## config.mk

```make
export PLATFORM = sky130hd
export DESIGN_NAME = mem_block_copier
export DESIGN_NICKNAME = d
export VERILOG_FILES = /design/src/rtl/mem_pkg.sv /design/src/rtl/mem_block_copier.sv
export SDC_FILE = /design/constraint.sdc
export NUM_CORES = 1
export LEC_CHECK = 0
export CAP_MARGIN = 10
export CORE_ASPECT_RATIO = 0.8
export CORE_MARGIN = 1
export CORE_UTILIZATION = 48
export CTS_CLUSTER_SIZE = 12
export DETAILED_ROUTE_END_ITERATION = 6
export PLACE_DENSITY = 0.8
export REMOVE_ABC_BUFFERS = 1
export SLEW_MARGIN = 20
export SYNTH_ARGS = -nofsm -noshare
export SYNTH_HDL_FRONTEND = slang
export SYNTH_SLANG_ARGS = --single-unit
```

## constraint.sdc

```tcl
create_clock -name clk -period 3.6 [get_ports clk]
set_input_delay 0.36 -clock clk [delete_from_list [all_inputs] [get_ports clk]]
set_output_delay 0.36 -clock clk [all_outputs]
set_load 0.02 [all_outputs]
```

## src/rtl/mem_pkg.sv

```systemverilog
// rtl/mem_pkg.sv - shared widths, types and copier state encoding
package mem_pkg;

    localparam int ADDR_W = 5;
    localparam int DATA_W = 8;
    localparam int DEPTH  = 1 << ADDR_W;

    typedef logic [ADDR_W-1:0] addr_t;
    typedef logic [DATA_W-1:0] data_t;
    typedef logic [ADDR_W:0]   len_t;

    typedef enum logic [1:0] {
        IDLE,
        RUN,
        DRAIN,
        FIN
    } copier_state_e;

endpackage

```

## src/rtl/mem_block_copier.sv

```systemverilog
// rtl/mem_block_copier.sv - block copy engine for a 1-cycle-latency synchronous memory
module mem_block_copier
    import mem_pkg::*;
(
    input  logic  clk,
    input  logic  rst_n,
    input  logic  start,
    input  addr_t src_base,
    input  addr_t dst_base,
    input  len_t  length,
    output logic  busy,
    output logic  done,
    output logic  err,
    output data_t checksum,
    output addr_t mem_read_address,
    input  data_t mem_read_data,
    output addr_t mem_write_address,
    output logic  mem_write_en,
    output data_t mem_write_data
);

    copier_state_e state_q, state_d;
    addr_t         src_q, src_d;
    addr_t         dst_q, dst_d;
    len_t          len_q, len_d;
    len_t          k_q, k_d;
    logic          err_q, err_d;
    data_t         csum_q, csum_d;

    always_ff @(posedge clk) begin
        if (!rst_n) begin
            state_q <= IDLE;
            src_q   <= '0;
            dst_q   <= '0;
            len_q   <= '0;
            k_q     <= '0;
            err_q   <= 1'b0;
            csum_q  <= '0;
        end else begin
            state_q <= state_d;
            src_q   <= src_d;
            dst_q   <= dst_d;
            len_q   <= len_d;
            k_q     <= k_d;
            err_q   <= err_d;
            csum_q  <= csum_d;
        end
    end

    always_comb begin
        state_d           = state_q;
        src_d             = src_q;
        dst_d             = dst_q;
        len_d             = len_q;
        k_d               = k_q;
        err_d             = err_q;
        csum_d            = csum_q;
        mem_read_address  = '0;
        mem_write_address = '0;
        mem_write_en      = 1'b0;

        case (state_q)
            IDLE: begin
                if (start) begin
                    src_d  = src_base;
                    dst_d  = dst_base;
                    len_d  = length;
                    k_d    = '0;
                    csum_d = '0;
                    err_d  = (length > len_t'(DEPTH));
                    if (length == '0 || length > len_t'(DEPTH)) begin
                        state_d = FIN;
                    end else begin
                        state_d = RUN;
                    end
                end
            end
            RUN: begin
                mem_read_address = src_q + addr_t'(k_q);
                mem_write_en     = (k_q != '0);
                k_d              = k_q + len_t'(1);
                if (k_q == len_q - len_t'(1)) begin
                    state_d = DRAIN;
                end
            end
            DRAIN: begin
                mem_write_en = 1'b1;
                state_d      = FIN;
            end
            FIN: begin
                state_d = IDLE;
            end
            default: begin
                state_d = IDLE;
            end
        endcase

        // Writes trail reads by one cycle; in DRAIN k_q == len_q, so the same formula hits the last word.
        if (mem_write_en) begin
            mem_write_address = dst_q + addr_t'(k_q - len_t'(1));
            csum_d            = csum_q ^ mem_read_data;
        end
    end

    assign mem_write_data = mem_read_data;
    assign busy           = (state_q == RUN) || (state_q == DRAIN);
    assign done           = (state_q == FIN);
    assign err            = (state_q == FIN) && err_q;
    assign checksum       = csum_q;

endmodule
```

======== Word level (Yosys, flattened, before mapping) ========
Cells that the tools add are included.
storage, ports and cells
  register bits ........................... 33
  output and inout bits ................... 30
cells by class
  add/subtract/negate cells ............... 5
  magnitude comparators ................... 1
  equality and inequality tests ........... 6
  mux-type cells .......................... 12
  bitwise operators ....................... 1
  reductions and logical operators ........ 13
operators by type and width
  kind                                                  number
  2-to-1 mux 8 bit                                      3
  one-hot mux 6 bit (2 select lines)                    1
  adder 5 bit                                           2
  2-to-1 mux 5 bit                                      2
  one-hot mux 2 bit (4 select lines)                    1
  AND reduction 2 bit                                   4
  bitwise XOR 8 bit                                     1
  adder 6 x 1 -> 6 bit, second input constant           1
  == test 6 bit                                         1
  greater-than comparator 6 bit, second input constant  1
  zero test 6 bit                                       1
  2-to-1 mux 2 bit                                      3
  2-to-1 mux 6 bit                                      1
  nonzero test 2 bit                                    3
  nonzero test 6 bit                                    1
  subtractor 6 x 1 -> 6 bit, second input constant      1
  subtractor 5 x 1 -> 5 bit, second input constant      1
  == test 2 bit, second input constant                  2
  inequality test 2 bit, second input constant          2
  == test 2 x 1 -> 1 bit, second input constant         1
  zero test 2 bit                                       1
  logical OR 1 bit                                      2
  one-hot mux 1 bit (2 select lines)                    1
  logical AND 1 bit                                     1

======== Depth between registers and ports, before layout ========
  depth in word-level cells ............... 5
  depth in mapped cells ................... 10

======== Worst setup path before layout ========
No wires, ideal clock.
  kind .................................... register to output
  start point ............................. reg k_q[1]
  end point ............................... out mem_write_address[3]
  arrival time ............................ 1,801 ps
  data required time ...................... 3,240 ps
  slack ................................... 1,439 ps
  stages on the path, launching flop included .. 8
  path buffers ............................ 0
  path through ............................ dfxtp_1 inv_1 ha_1 inv_1 ha_1 fa_1 xnor2_1 nor2_1
on the way
  cells in the longest elaborated chain, start to end .. 3
  elaborated cells on any way between the ends .. 5
  those cells by class .................... add/sub (2); mux (2); reduce/logical (1)
RTL lines
  what                                                                      RTL line                                         text
  from (decl)                                                               mem_block_copier.sv:26                           len_t k_q, k_d;
  from (signal assigned)                                                    mem_block_copier.sv:44                           k_q <= k_d;
  subtractor 5 x 1 -> 5 bit / nonzero test 6 bit (equally long branches)    mem_block_copier.sv:100, mem_block_copier.sv:80
  adder 5 bit / one-hot mux 1 bit (2 select lines) (equally long branches)  mem_block_copier.sv:100, mem_block_copier.sv:62
  2-to-1 mux 5 bit (*)                                                      mem_block_copier.sv:99                           if (mem_write_en) begin
  to (decl)                                                                 mem_block_copier.sv:17                           output addr_t mem_write_address,
Every way passes the cells marked *; elsewhere a longest branch is shown, timed or not.

======== Final worst setup path ========
  start point ............................. reg state_q[1]
  end point ............................... out mem_write_address[1]
on the way
  cells in the longest elaborated chain, start to end .. 3
  elaborated cells on any way between the ends .. 4
  those cells by class .................... eq/ne (2); mux (2)
RTL lines
  what                                                            RTL line                text
  from (decl)                                                     mem_block_copier.sv:22  copier_state_e state_q, state_d;
  from (signal assigned)                                          mem_block_copier.sv:40  state_q <= state_d;
  == test 2 bit / == test 2 x 1 -> 1 bit (equally long branches)  mem_block_copier.sv:62  case (state_q)
  one-hot mux 1 bit (2 select lines) (*)                          mem_block_copier.sv:62
  2-to-1 mux 5 bit (*)                                            mem_block_copier.sv:99
Marked as above.

==> results.yml <==
clock_network:
  post_cts_buffers: 0
  cts_resized: 0
  h-tree-depth: 2
  clk-insertion-delay-late_ns: 0.28
  root_buffer: "clkbuf_8"
  clk_pin_slew_ns: 0.06
  clk_path_buf_depth: 2
  numCtsBuffers: 5
  cts_tree: "built"
  cts_hold_buf: 0
  cts_sinks: 33
power:
  peakVddDrop_v: 0.000268
  p_leak_nw: 1.08
  p_per_area_nw_per_um2: 569
  power_mw: 1.53
yosys:
  synth_seq_cells: 33
  ys_types: 42
  synthArstFlopShare_pct: 0
  synth_commonest_cells: "36 x nand2_1, 33 x dfxtp_1, 30 x a21oi_1, 20 x inv_1, 18 x ha_1"
  ys.flop_type: "dfxtp_1"
  synth_warnings: 0
  synth_top_area_share_pct: 31.8
  yosysTopAreaCell: "dfxtp_1"
  synth_area_leaders: "dfxtp_1 32%, ha_1 11%, a21oi_1 7.2%, nand2_1 6.5%, mux2_2 4.9%"
  avgSynthCellArea_um2: 8.35
  synth_cells: 249
  synth-edff-count: 0
  synth-seq-area-share_pct: 31.8
  syn_area_um2: 2080
  yosysMostFrequentCell: "nand2_1"
global_routing:
  grt_usage_pct: 20.9
  gr-total-overflow: 0
  grt_pass1_vias: 1498
  antenna_found_initial: 0
  grt_max_degree: 29
  grt_pass1_wl_mm: 6.91
detailed_routing:
  wl_per_cell_um: 12.7
  route.detailed.drc: 0
  via_count: 1777
  ant_nets: 0
  routed_wl_mm: 4.46
  dr.first_iter.drc_count: 88
  drtPass1Iterations: 4
  viasPerCell: 5.05
layout:
  syn_to_final_growth_pct: 29.7
  seq_area_um2: 661
  finish.utilization_pct: 64.5
  instances_no_fill: 352
  num_antenna_cells: 0
  drive_gt1_share_pct: 7.80
  nets: 342
  multiInputGateArea_um2: 1220
  fillers: 377
  post-route-cell-area_um2: 2700
timing:
  grt_setup_unrepaired: "false"
  timing.final.crit_period_ns: 3.04
  worst_pin_slew_ns: 0.683
  max_freq_mhz: 329
  setup_tns_ns: 0
  setup_viol: 0
  fin_skew_ns: 0.00269
  max_slew_margin_pct: 54.3
  fin_crit_sh_pct: 84.3
  hold_viol: 0
  holdWs_ns: 0.458
  finalMaxSlewViolations: 0
  layout_setup_ws_ns: 0.564
worst_setup_path:
  cp_data_arrival_time_ns: 2.68
  cpMostUsedCell: "inv_1"
  endpoint_kind: "output port"
  worstSetupPathType: "reg2out"
  cpPeakStageDelay_ns: 0.60
  critPathMaxFanout: 12
  reg2reg_from: "state_q[0]$_SDFFE_PN0P_"
  startpoint_type: "register"
  critPathSlowestCell: "clkdlybuf4s50_1"
  required_ns: 3.24
  crit_path_start: "state_q[1]$_SDFFE_PN0P_"
  cp_cell_sequence: "inv_1, ha_1, inv_1, a21oi_1, o21ai_2, buf_4, inv_1, and2_1, clkdlybuf4s50_1"
placed_design:
  place_area_um2: 2610
  hpwlAfterDp_mm: 3.36
  dp.cells: 345
  portBuffers: 56
  gp_congestion: 0.871
  place_ws_ns: 0.873
floorplan:
  num_io_pins: 57
  dieHeight_um: 60.9
  design.die.area_um2: 4600
  initial_core_util_pct: 49.7
  core_area_um2: 4180
  row_count: 21
  chipWidth_um: 75.6
status:
  status: "complete, no violations"
min_path:
  min_from: "dst_q[3]$_SDFFE_PN0P_"
  hold_path_class: "reg2reg"
job:
  drv_cap: 0
==> state kept, by name, summed over array words and instances, names as in the netlist <==
signal	flops
checksum	8
dst_q	5
state_q	2
len_q	6
k_q	6
err_q	1
src_q	5
==> per-layer routing <==
metal | up-vias | share of wire [%] | GRT usage [%]
met5 | - | 0 | 0
met4 | 0 | 1.6 | 9.79
met3 | 10 | 3.8 | 5.48
met2 | 38 | 46 | 32.7
met1 | 811 | 49 | 27.2
li1 | 918 | - | -
==> logic make-up (layout without fill, tap and decap cells) <==
group | count (synthesis) | count (layout) | share of synthesized area (%)
and+or+nand+nor | 74 | 74 | 17.0
DFF | 33 | 33 | 31.8
buffers and inverters | 40 | 86 | 9.39
xor gates and xnor gates | 18 | 18 | 7.59
AOI/OAI and AO/OA | 54 | 54 | 16.1
adders and majority gates | 20 | 20 | 12.8
muxes | 10 | 10 | 5.36
==> worst max-delay path, delay by kind of cell, from the launching register on <==
kind / cells / cell delay (ns)
AO/OA/AOI/OAI: 2 / 0.25
adder cells (fa/ha/maj): 1 / 0.30
buffers and inverters: 5 / 1.30
flip-flops: 1 / 0.34
AND/OR/NAND/NOR: 1 / 0.18
==> final timing paths <==
check	end	slack [ns]	cells after the start
max reg2reg	checksum[5]$_SDFFE_PN0P_	1.48	6
min	dst_q[3]$_SDFFE_PN0P_	0.46	2
max	mem_write_address[1]	0.56	9
min reg2reg	dst_q[3]$_SDFFE_PN0P_	0.46	2
==> final cells by class <==
type | count | area share (%)
Timing Repair Buffer | 58 | 21.4
Multi-Input combinational cell | 176 | 45.4
Sequential cell | 33 | 24.5
Clock buffer | 7 | 3.20
Inverter | 21 | 2.92
Tap cell | 57 | 2.65
==> placed cells by master, fill, tap and decap left out, types with 3 or more instances in the layout <==
cell type / count
a211oi_1: 8
a21o_1: 3
a21oi_1: 30
and2_1: 6
clkbuf_8: 6
clkdlybuf4s50_1: 56
dfxtp_1: 33
ha_1: 18
inv_1: 20
mux2_2: 9
nand2_1: 36
nand3_1: 5
nor2_1: 13
o21ai_0: 4
xnor2_1: 11
xor2_1: 7
==> power by group <==
part	internal, mW	switching, mW
Combinational	0.362	0.408
Sequential	0.428	0.0552
Clock	0.152	0.129
Power figures use the tool's default switching activity.
